### config.mk
export PLATFORM = sky130hd
export DESIGN_NAME = decode_execute_unit_flat
export DESIGN_NICKNAME = d
export VERILOG_FILES = /design/src/rtl/proc_pkg.sv /design/src/rtl/decode_execute_unit_if.sv /design/src/rtl/decode_execute_unit_arith_addsub.sv /design/src/rtl/decode_execute_unit.sv /design/src/flat_wrapper.sv
export SDC_FILE = /design/constraint.sdc
export NUM_CORES = 1
export LEC_CHECK = 0
export BUFFER_PORTS_ARGS = -buffer_cell sky130_fd_sc_hd__buf_4
export CAP_MARGIN = 20
export CORE_AREA = 2 2 146 290
export DETAILED_ROUTE_END_ITERATION = 16
export DIE_AREA = 0 0 148 292
export SYNTH_ARGS = -nofsm -noshare
export SYNTH_HDL_FRONTEND = slang
export SYNTH_SLANG_ARGS = --single-unit
### constraint.sdc
create_clock -name clk_i -period 4 [get_ports clk_i]
set_input_delay 0.6 -clock clk_i [delete_from_list [all_inputs] [get_ports clk_i]]
set_output_delay 0.6 -clock clk_i [all_outputs]
set_load 0.01 [all_outputs]
### src/rtl/proc_pkg.sv
`default_nettype none
// ============================================================================
// Module      : proc_pkg
// Description : Shared opcodes, mux-select enums and decode helpers for the
//               decode/execute slice of the RV32I core.
// Revision    : 1.0
// ============================================================================
package proc_pkg;

    localparam logic [6:0] c_OPC_OP     = 7'b0110011;
    localparam logic [6:0] c_OPC_OP_IMM = 7'b0010011;
    localparam logic [6:0] c_OPC_LUI    = 7'b0110111;

    localparam logic [2:0] c_F3_ADDSUB  = 3'b000;
    localparam logic [2:0] c_F3_SLL     = 3'b001;
    localparam logic [2:0] c_F3_SR      = 3'b101;

    typedef enum logic [1:0] {
        ALU_ARITH   = 2'd0,
        ALU_LOGICAL = 2'd1,
        ALU_SHIFT   = 2'd2
    } alu_mux_sel_t;

    typedef enum logic [1:0] {
        OP1_REG   = 2'd0,
        OP1_FWD_M = 2'd1,
        OP1_FWD_W = 2'd2,
        OP1_ZERO  = 2'd3
    } x_op1_mux_sel_t;

    typedef enum logic [1:0] {
        OP2_REG   = 2'd0,
        OP2_FWD_M = 2'd1,
        OP2_FWD_W = 2'd2,
        OP2_IMM   = 2'd3
    } x_op2_mux_sel_t;

    typedef enum logic {
        W_ALU = 1'b0,
        W_MEM = 1'b1
    } w_mux_sel_t;

    function automatic alu_mux_sel_t alu_sel_from_funct3(input logic [2:0] funct3);
        if (funct3 == c_F3_ADDSUB) return ALU_ARITH;
        if (funct3 == c_F3_SLL || funct3 == c_F3_SR) return ALU_SHIFT;
        return ALU_LOGICAL;
    endfunction

endpackage
`default_nettype wire

### src/rtl/decode_execute_unit_if.sv
`default_nettype none
// ============================================================================
// Module      : decode_execute_unit_if
// Description : Fetch / regfile / external-unit bus of the decode/execute slice.
// Revision    : 1.0
// ============================================================================
interface decode_execute_unit_if #(
    parameter int XLEN = 32
);
    logic [31:0]     d_inst_i;
    logic [4:0]      reg1_addr_o;
    logic [4:0]      reg2_addr_o;
    logic [XLEN-1:0] reg1_data_i;
    logic [XLEN-1:0] reg2_data_i;
    logic [XLEN-1:0] logical_out_i;
    logic [XLEN-1:0] shift_out_i;
    logic [XLEN-1:0] x_op1_o;
    logic [XLEN-1:0] x_op2_o;
    logic [2:0]      x_funct3_o;
    logic            x_funct7_30_o;
    logic [XLEN-1:0] m_alu_data_o;
    logic [XLEN-1:0] w_mux_o;
    logic [4:0]      reg_w_addr_o;

    modport master (
        input  d_inst_i, reg1_data_i, reg2_data_i, logical_out_i, shift_out_i,
        output reg1_addr_o, reg2_addr_o, x_op1_o, x_op2_o, x_funct3_o,
               x_funct7_30_o, m_alu_data_o, w_mux_o, reg_w_addr_o
    );

    modport slave (
        output d_inst_i, reg1_data_i, reg2_data_i, logical_out_i, shift_out_i,
        input  reg1_addr_o, reg2_addr_o, x_op1_o, x_op2_o, x_funct3_o,
               x_funct7_30_o, m_alu_data_o, w_mux_o, reg_w_addr_o
    );
endinterface
`default_nettype wire

### src/rtl/decode_execute_unit_arith_addsub.sv
`default_nettype none
// ============================================================================
// Module      : arith_addsub
// Description : Combinational wrap-around adder/subtractor (i_funct=1 -> sub).
// Revision    : 1.0
// ============================================================================
module arith_addsub #(
    parameter int XLEN = 32
) (
    input  logic            i_funct,
    input  logic [XLEN-1:0] i_op1,
    input  logic [XLEN-1:0] i_op2,
    output logic [XLEN-1:0] o_res
);
    assign o_res = i_funct ? (i_op1 - i_op2) : (i_op1 + i_op2);
endmodule
`default_nettype wire

### src/rtl/decode_execute_unit.sv
`default_nettype none
// ============================================================================
// Module      : decode_execute_unit
// Description : D/X/M/W decode-execute slice with operand forwarding.
// Revision    : 1.0
// ============================================================================
module decode_execute_unit
    import proc_pkg::*;
#(
    parameter int XLEN = 32
) (
    input  logic                  clk_i,
    input  logic                  rst_n_i,
    decode_execute_unit_if.master bus
);
    localparam w_mux_sel_t c_W_SEL = W_ALU;

    logic [31:0]     w_inst;
    logic [6:0]      w_opcode;
    logic [2:0]      w_f3;
    logic            w_is_op, w_is_op_imm, w_is_lui, w_is_shift;
    logic [4:0]      w_rs1, w_rs2, w_rd;
    logic [XLEN-1:0] w_imm;
    x_op1_mux_sel_t  w_op1_sel;
    x_op2_mux_sel_t  w_op2_sel;
    alu_mux_sel_t    w_alu_sel;
    logic            w_sub, w_f7_30;
    logic [2:0]      w_funct3;

    x_op1_mux_sel_t  r_x_op1_sel;
    x_op2_mux_sel_t  r_x_op2_sel;
    alu_mux_sel_t    r_x_alu_sel;
    logic [XLEN-1:0] r_x_rs1_data, r_x_rs2_data, r_x_imm;
    logic            r_x_sub, r_x_f7_30;
    logic [2:0]      r_x_funct3;
    logic [4:0]      r_x_rd;
    logic [XLEN-1:0] r_m_data;
    logic [4:0]      r_m_rd;
    logic [XLEN-1:0] r_w_data;

    logic [XLEN-1:0] w_x_op1, w_x_op2, w_arith_res, w_x_res;

    assign w_inst   = bus.d_inst_i;
    assign w_opcode = w_inst[6:0];
    assign w_f3     = w_inst[14:12];
    assign w_rs1    = w_inst[19:15];
    assign w_rs2    = w_inst[24:20];

    assign bus.reg1_addr_o = w_rs1;
    assign bus.reg2_addr_o = w_rs2;

    // Forwarding is resolved in D against the instructions now in X (distance 1)
    // and M (distance 2); older results are already in the regfile.
    always_comb begin
        w_is_op     = (w_opcode == c_OPC_OP);
        w_is_op_imm = (w_opcode == c_OPC_OP_IMM);
        w_is_lui    = (w_opcode == c_OPC_LUI);
        w_is_shift  = w_is_op_imm && (w_f3 == c_F3_SLL || w_f3 == c_F3_SR);
        w_rd        = (w_is_op || w_is_op_imm || w_is_lui) ? w_inst[11:7] : 5'd0;

        w_op1_sel = OP1_REG;
        if (w_is_lui)                              w_op1_sel = OP1_ZERO;
        else if (w_rs1 != 5'd0 && w_rs1 == r_x_rd) w_op1_sel = OP1_FWD_M;
        else if (w_rs1 != 5'd0 && w_rs1 == r_m_rd) w_op1_sel = OP1_FWD_W;

        w_op2_sel = OP2_REG;
        if (w_is_op_imm || w_is_lui)               w_op2_sel = OP2_IMM;
        else if (w_rs2 != 5'd0 && w_rs2 == r_x_rd) w_op2_sel = OP2_FWD_M;
        else if (w_rs2 != 5'd0 && w_rs2 == r_m_rd) w_op2_sel = OP2_FWD_W;

        w_imm     = w_is_lui ? XLEN'($signed({w_inst[31:12], 12'h000}))
                             : XLEN'($signed(w_inst[31:20]));
        w_alu_sel = w_is_lui ? ALU_ARITH : alu_sel_from_funct3(w_f3);
        w_sub     = w_is_op && (w_f3 == c_F3_ADDSUB) && w_inst[30];
        w_f7_30   = (w_is_op || w_is_shift) ? w_inst[30] : 1'b0;
        w_funct3  = (w_is_op || w_is_op_imm) ? w_f3 : 3'd0;
    end

    always_comb begin
        w_x_op1 = '0;
        case (r_x_op1_sel)
            OP1_REG:   w_x_op1 = r_x_rs1_data;
            OP1_FWD_M: w_x_op1 = r_m_data;
            OP1_FWD_W: w_x_op1 = r_w_data;
            default:   w_x_op1 = '0;
        endcase

        w_x_op2 = '0;
        case (r_x_op2_sel)
            OP2_REG:   w_x_op2 = r_x_rs2_data;
            OP2_FWD_M: w_x_op2 = r_m_data;
            OP2_FWD_W: w_x_op2 = r_w_data;
            default:   w_x_op2 = r_x_imm;
        endcase

        w_x_res = '0;
        case (r_x_alu_sel)
            ALU_ARITH:   w_x_res = w_arith_res;
            ALU_LOGICAL: w_x_res = bus.logical_out_i;
            ALU_SHIFT:   w_x_res = bus.shift_out_i;
            default:     w_x_res = '0;
        endcase
    end

    arith_addsub #(.XLEN(XLEN)) u_arith_addsub (
        .i_funct (r_x_sub),
        .i_op1   (w_x_op1),
        .i_op2   (w_x_op2),
        .o_res   (w_arith_res)
    );

    always_ff @(posedge clk_i or negedge rst_n_i) begin
        if (!rst_n_i) begin
            r_x_op1_sel  <= OP1_REG;
            r_x_op2_sel  <= OP2_REG;
            r_x_alu_sel  <= ALU_ARITH;
            r_x_rs1_data <= '0;
            r_x_rs2_data <= '0;
            r_x_imm      <= '0;
            r_x_sub      <= 1'b0;
            r_x_f7_30    <= 1'b0;
            r_x_funct3   <= 3'd0;
            r_x_rd       <= 5'd0;
            r_m_data     <= '0;
            r_m_rd       <= 5'd0;
            r_w_data     <= '0;
        end else begin
            r_x_op1_sel  <= w_op1_sel;
            r_x_op2_sel  <= w_op2_sel;
            r_x_alu_sel  <= w_alu_sel;
            r_x_rs1_data <= bus.reg1_data_i;
            r_x_rs2_data <= bus.reg2_data_i;
            r_x_imm      <= w_imm;
            r_x_sub      <= w_sub;
            r_x_f7_30    <= w_f7_30;
            r_x_funct3   <= w_funct3;
            r_x_rd       <= w_rd;
            r_m_data     <= w_x_res;
            r_m_rd       <= r_x_rd;
            r_w_data     <= r_m_data;
        end
    end

    assign bus.x_op1_o       = w_x_op1;
    assign bus.x_op2_o       = w_x_op2;
    assign bus.x_funct3_o    = r_x_funct3;
    assign bus.x_funct7_30_o = r_x_f7_30;
    assign bus.m_alu_data_o  = r_m_data;
    assign bus.w_mux_o       = (c_W_SEL == W_ALU) ? r_m_data : '0;
    assign bus.reg_w_addr_o  = r_m_rd;

endmodule
`default_nettype wire

### src/flat_wrapper.sv
// flat-port wrapper written by rule: the top's interface ports become plain ports
module decode_execute_unit_flat import proc_pkg::*;
#(
    parameter int XLEN = 32
)
  (clk_i, rst_n_i, bus_d_inst_i, bus_reg1_data_i, bus_reg2_data_i, bus_logical_out_i, bus_shift_out_i, bus_reg1_addr_o, bus_reg2_addr_o, bus_x_op1_o, bus_x_op2_o, bus_x_funct3_o, bus_x_funct7_30_o, bus_m_alu_data_o, bus_w_mux_o, bus_reg_w_addr_o);
  decode_execute_unit_if #(.XLEN(XLEN)) bus_i ();
  input  logic clk_i;
  input  logic rst_n_i;
  input wire logic [$bits(bus_i.d_inst_i)-1:0] bus_d_inst_i;
  input wire logic [$bits(bus_i.reg1_data_i)-1:0] bus_reg1_data_i;
  input wire logic [$bits(bus_i.reg2_data_i)-1:0] bus_reg2_data_i;
  input wire logic [$bits(bus_i.logical_out_i)-1:0] bus_logical_out_i;
  input wire logic [$bits(bus_i.shift_out_i)-1:0] bus_shift_out_i;
  output wire logic [$bits(bus_i.reg1_addr_o)-1:0] bus_reg1_addr_o;
  output wire logic [$bits(bus_i.reg2_addr_o)-1:0] bus_reg2_addr_o;
  output wire logic [$bits(bus_i.x_op1_o)-1:0] bus_x_op1_o;
  output wire logic [$bits(bus_i.x_op2_o)-1:0] bus_x_op2_o;
  output wire logic [$bits(bus_i.x_funct3_o)-1:0] bus_x_funct3_o;
  output wire logic [$bits(bus_i.x_funct7_30_o)-1:0] bus_x_funct7_30_o;
  output wire logic [$bits(bus_i.m_alu_data_o)-1:0] bus_m_alu_data_o;
  output wire logic [$bits(bus_i.w_mux_o)-1:0] bus_w_mux_o;
  output wire logic [$bits(bus_i.reg_w_addr_o)-1:0] bus_reg_w_addr_o;
  assign bus_i.d_inst_i = bus_d_inst_i;
  assign bus_i.reg1_data_i = bus_reg1_data_i;
  assign bus_i.reg2_data_i = bus_reg2_data_i;
  assign bus_i.logical_out_i = bus_logical_out_i;
  assign bus_i.shift_out_i = bus_shift_out_i;
  assign bus_reg1_addr_o = bus_i.reg1_addr_o;
  assign bus_reg2_addr_o = bus_i.reg2_addr_o;
  assign bus_x_op1_o = bus_i.x_op1_o;
  assign bus_x_op2_o = bus_i.x_op2_o;
  assign bus_x_funct3_o = bus_i.x_funct3_o;
  assign bus_x_funct7_30_o = bus_i.x_funct7_30_o;
  assign bus_m_alu_data_o = bus_i.m_alu_data_o;
  assign bus_w_mux_o = bus_i.w_mux_o;
  assign bus_reg_w_addr_o = bus_i.reg_w_addr_o;
  decode_execute_unit #(.XLEN(XLEN)) u_core (.clk_i(clk_i), .rst_n_i(rst_n_i), .bus(bus_i));
endmodule
; After elaboration in Yosys (flattened, before gate mapping)
; Cells that the tools add are included.
[op_classes]
add_sub_neg = 2
eq_ne = 15
mux = 22
n_reduce_logical = 18
[ops]
columns = op, n
row1 = $pmux 32 s3, 3
row2 = $add 32x32->32, 1
row3 = $mux 32, 1
row4 = $sub 32x32->32, 1
row5 = $mux 31, 1
row6 = $mux 2, 11
row7 = $eq 5x5->1, 4
row8 = $eq 7x6->1 const B, 2
row9 = $reduce_bool 5->1, 2
row10 = $eq 7x5->1 const B, 1
row11 = $logic_and 1x1->1, 7
row12 = $eq 2x1->1 const B, 3
row13 = $eq 2x2->1 const B, 3
row14 = $logic_not 2->1, 3
row15 = $logic_or 1x1->1, 5
row16 = $mux 5, 1
row17 = $mux 1, 4
row18 = $eq 3x1->1 const B, 1
row19 = $eq 3x3->1 const B, 1
row20 = $logic_not 3->1, 1
row21 = $mux 3, 1
[word_totals]
register_bits = 181
input_bits = 162
output_inout_bits = 147
word_cells = 70

; Logic depth before layout (Yosys ltp)
[logic_depth]
word_depth = 7
ltp_mapped = 20
ltp_nobuf = 18

; Hierarchy
; A second synthesis with hierarchy kept.
[unflattened]
cells_unflattened = 930
area_unflattened_um2 = 9967.1
[by_module_without_submodules]
columns = mod, instances, cells_per_inst, area_per_inst_um2, seq_area_each_um2
row1 = decode_execute_unit, 1, 574, 7568.5, 4529.3
row2 = arith_addsub, 1, 356, 2398.6, 0.0

; Worst setup path before layout
; Ideal clock, no wire load.
[synth_timing]
path_type = reg-to-reg
startpoint = register u_core.r_x_op2_sel[0]
endpoint = register u_core.r_m_data[25], in the netlist u_core.bus.m_alu_data_o[25]
setup_ns = 0.133
t_arrival_ns = 4.384
required_time_ns = 3.867
setup_slack_ns = -0.517
stages_incl_launch_ff = 20
n_path_buf = 2
synth_period_minus_slack_ns = 4.517
path_cell_list = dfrtp_1 > buf_6 > buf_4 > mux4_2 > inv_1 > ha_1 > and3_1 > nand2_1 > nor2_1 > a21oi_1 > xnor2_1 > ha_1 > and3_1 > a31o_2 > o21a_1 > or4b_2 > a31oi_1 > o21ai_0 > xnor2_1 > o21ai_0
[synth_between]
elab_chain_len = 5
elab_cells_between_ends = 8
cone_classes = 2 x add/sub / 2 x eq/ne / 3 x mux / 1 x reduce/logical
[synth_rtl]
columns = element, line_no
row1 = start: declaration, decode_execute_unit.sv:31  ; x_op2_mux_sel_t r_x_op2_sel;
row2 = start signal: assignment, decode_execute_unit.sv:129  ; r_x_op2_sel <= w_op2_sel;
row3 = $eq 2x2->1 (tied with other cells), decode_execute_unit.sv:89  ; case (r_x_op2_sel)
row4 = $pmux 32 s3 (*), decode_execute_unit.sv:89
row5 = via bus_x_op2_o[1], flat_wrapper.sv:18  ; output wire logic [$bits(bus_i.x_op2_o)-1:0] bus_x_op2_o;
row6 = $add 32x32->32 / $sub 32x32->32 (equally long branches), decode_execute_unit_arith_addsub.sv:15  ; assign o_res = i_funct ? (i_op1 - i_op2) : (i_op1 + i_op2);
row7 = $mux 32 (*), decode_execute_unit_arith_addsub.sv:15
row8 = $pmux 32 s3 (*), decode_execute_unit.sv:97  ; case (r_x_alu_sel)
row9 = via u_core.w_x_res[25], decode_execute_unit.sv:41  ; logic [XLEN-1:0] w_x_op1, w_x_op2, w_arith_res, w_x_res;
row10 = end signal: assignment, decode_execute_unit.sv:138  ; r_m_data <= w_x_res;
row11 = end: declaration, decode_execute_unit.sv:37  ; logic [XLEN-1:0] r_m_data;
; Mark *: on every way through the listed nets, which the timed path passes. The rest lies on a longest branch.

; Worst setup path after layout
[layout_timing]
startpoint = register u_core.r_x_op2_sel[0]
endpoint = register u_core.r_m_data[27], in the netlist u_core.bus.m_alu_data_o[27]
[layout_between]
elab_chain_len = 5
elab_cells_between_ends = 8
cone_classes = 2 x add/sub / 2 x eq/ne / 3 x mux / 1 x reduce/logical
[layout_rtl]
columns = element, line_no
row1 = $eq 2x2->1 (tied with other cells), decode_execute_unit.sv:89
row2 = $pmux 32 s3 (*), decode_execute_unit.sv:89
row3 = $add 32x32->32 / $sub 32x32->32 (equally long branches), decode_execute_unit_arith_addsub.sv:15
row4 = $mux 32 (*), decode_execute_unit_arith_addsub.sv:15
row5 = $pmux 32 s3 (*), decode_execute_unit.sv:97
row6 = via u_core.w_x_res[27], decode_execute_unit.sv:41
; Marks and branches as above.

==> out/metrics.yaml <==
wl_met1_microns: 14100
cp_data_required_time_ns: 4.39
path_depth: 19
grt.overflow.total: 0
ys_types: 58
synth_edf_count: 0
ctsHoldBuffers: 0
fin_nets: 1511
reg2reg_slack_ns: -0.32
grtUsageTotal_pct: 19.7
ff_latch_area_sq_mm: 0.00453
worstMarginPinSlew_ns: 0.915
period_share_pct: 108
clock_latency_ns: 0.47
fp-row-count: 105
synthTopCellsByArea: "dfrtp_1, mux4_2, xnor2_1"
cts_buffers: 17
worst_clock_skew_ns: 0.0113
yosys_warnings: 0
path_cells: "buf_12 > buf_12 > mux4_2 > nor4_4 > nor3b_4 > nand2_4 > nor3b_4 > buf_4 > a21oi_1 > xnor2_1 > ha_1 > and4_1 > and2_1 > nand3_1 > o211ai_1 > a31oi_4 > xnor2_1 > mux2i_1 > o21ai_1"
dieHeight_microns: 292
synthesis.instances: 881
cts_tree: "done"
synth_most_common_cell: "dfrtp_1"
antenna_left: 0
power.leakage_nw: 6.84
cp-start-kind: "flop"
path_clk_slew_ns: 0.08
crit_fanout: 6
worst-path-buf-inv: 3
p_per_area_mw_per_mm2: 396
seq_power_share_pct: 36.5
avgSynthCellArea_sq_um: 11.0
post_drt_via_cell_ratio: 4.64
start_util_pct: 23.6
setup_violations: 13
yosys.area.top_type: "dfrtp_1"
crit_path_start: "u_core.r_x_op2_sel[0]"
worstPathArrival_ns: 4.70
slew_headroom_pct: 39.0
area_growth_syn_to_layout_pct: 52.7
slew_violations: 0
rr_worst_depth: 19
portBuffers: 308
syn_nets: 1076
end_kind: "flop"
multi_input_area_sq_mm: 0.00503
ioPinCount: 309
cts.sinks: 181
ys_top_cells_by_count: "dfrtp_1, o21ai_0, nand2_1, a21oi_1, xnor2_1"
highest_layer: "met5"
max_freq_mhz: 232
swShare_pct: 33.9
async_reset_ff_share_pct: 100
grt_antenna_before_repair: 4
final_util_pct: 36.1
rsz0062_at_grt: "true"
htreeDepth: 4
drc: 0
slowest_delay_ns: 0.53
netlist.area_leader.share_pct: 46.8
die_x_microns: 148
dp_hpwl_microns: 35300
layout-drive-gt1-share_pct: 48.8
syn_area_sq_mm: 0.00968
routed_wl_microns: 42700
critPathKind: "reg -> reg"
ir_drop_mv: 0.232
max-cap-violations: 0
drt_iter0_drc: 388
final_cell_area_sq_mm: 0.0148
p_int_mw: 3.88
core-area_sq_mm: 0.0410
cp-endpoint: "u_core.bus.m_alu_data_o[27]"
hold_class: "in -> async"
die_area_sq_mm: 0.0432
via_count: 8672
wl_per_cell_microns: 22.9
min_period_ns: 4.32
p_switching_mw: 1.98
outcome: "finished with violations"
grt_max_degree: 104
dr.pass1.iters: 5
synth_top_flop_cell: "dfrtp_1"
power.clock.fraction_pct: 30.2
route.met2.wl_microns: 24300
place_area_sq_mm: 0.0136
r2r_start: "u_core.r_x_op2_sel[0]"
combPwrFrac_pct: 33.3
nFillCells: 4148
grt_pass1_vias: 9461
hold_violations: 0
path_delay_family: "simple AND/OR/NAND/NOR gates"
clk_path_buf_depth: 2
gp_congestion: 0.941
violations: "negative setup slack"
crit_slowest_cell: "mux4_2"
ys_ff_latch: 181
grt_pass1_wl_microns: 61000
cts_root_buf: "clkbuf_16"
fin_ws_ns: -0.316
r2r-end: "u_core.bus.m_alu_data_o[27]"
ys_seq_area_share_pct: 46.8
wl_met3_microns: 2130
sequential cells by signal (all words and copies together) (netlist names):
name	cells
u_core.r_x_rs2_data	32
u_core.r_x_sub	1
u_core.bus.x_funct7_30_o	1
u_core.bus.x_funct3_o	3
u_core.bus.reg_w_addr_o	5
u_core.r_x_op2_sel	2
u_core.bus.m_alu_data_o	32
u_core.r_x_alu_sel	2
u_core.r_x_imm	32
u_core.r_w_data	32
u_core.r_x_rs1_data	32
u_core.r_x_rd	5
u_core.r_x_op1_sel	2
how the worst min path moves through the flow:
stage	slack, ns	end	startpoint
2_1_floorplan	0.30	u_core.bus.m_alu_data_o[0]	rst_n_i
3_3_place_gp	0.45	u_core.bus.reg_w_addr_o[4]	u_core.r_x_rd[4]
3_5_place_dp	0.46	u_core.bus.reg_w_addr_o[3]	u_core.r_x_rd[3]
4_1_cts	0.21	u_core.r_x_rs1_data[25]	bus_reg1_data_i[25]
5_1_grt	0.21	u_core.r_x_rs1_data[28]	bus_reg1_data_i[28]
6_report	0.22	u_core.r_x_rs2_data[12]	rst_n_i
stage by stage:
step           TNS, ns  hold WS [ns]  std cells  setup WS [ns]  power (mW)
2_1_floorplan   -0.834         0.304        881         -0.153        2.99
3_3_place_gp     -5.85         0.447       1810         -0.692        3.97
3_5_place_dp     -6.93         0.461       1810         -0.653        3.98
4_1_cts          -3.80         0.210       1853         -0.415        5.83
5_1_grt          -6.35         0.207       1867         -0.492        6.14
6_report         -2.92         0.221       1867         -0.316        5.86
cell families after synthesis:
kind of cell             after synthesis  synth area share, %
flip-flops                           181                 46.8
AO/OA/AOI/OAI                        216                 13.3
AND/OR/NAND/NOR                      200                 11.0
XOR/XNOR                              81                 7.41
buffers and inverters                 99                 5.76
adder cells (fa/ha/maj)               33                 4.34
multiplexers                          71                 11.5
cells in the final DEF (no fill, tap or decap), types with 8 or more instances in the layout:
cell type and n:
xor2_1 26, a21o_1 38, a21oi_1 41, nor2b_1 21, dfrtp_1 178, o21ai_1 17, buf_12 8, a21oi_2 14
a22oi_1 11, nor4_1 8, ha_1 30, nor2_1 38, mux4_2 32, clkbuf_16 17, o21ai_0 52, xnor2_1 50
inv_1 14, nand2_1 65, buf_4 483, mux2i_1 38
area by class of cell:
class	instances	share of cell area, %
clock inverter	14	1.23
antenna	3	0.0508
timing repair buffer	499	26.2
clock buffer	18	2.90
inverter	16	0.406
sequential	181	30.7
tap	535	4.53
multi-input combinational	601	34.0
power by group through the flow:
stage / combinational, mW / clock (mW) / sequential [mW]
3_3_place_gp: 1.80 / 0 / 2.17
3_5_place_dp: 1.80 / 0 / 2.17
6_report: 1.95 / 1.77 / 2.14
5_1_grt: 2.10 / 1.89 / 2.15
2_1_floorplan: 0.852 / 0 / 2.14
4_1_cts: 1.88 / 1.81 / 2.14
layer usage:
metal	up-vias	GRT usage, %
li1	3967	-
met1	4326	19.0
met2	305	38.4
met3	72	4.00
met4	2	10.2
met5	-	0
worst register-to-register path: cells and delay by family, from the launching register on:
kind	cells	cell delay, ns
fa+ha+maj	1	0.31
xor+xnor	2	0.39
simple gates	7	1.47
compound gates	4	0.63
buf+inv	3	0.41
mux	2	0.65
flops	1	0.40
what timing repair did:
| action | CTS | global route |
|---|---|---|
| gates resized for setup | 40 | 48 |
| endpoints found under the setup margin | 20 | 22 |
| buffers inserted | 13 | 11 |
| pin swaps | 30 | 45 |
| cloned | 0 | 0 |
No activity file was read; power rests on OpenSTA's default activity.
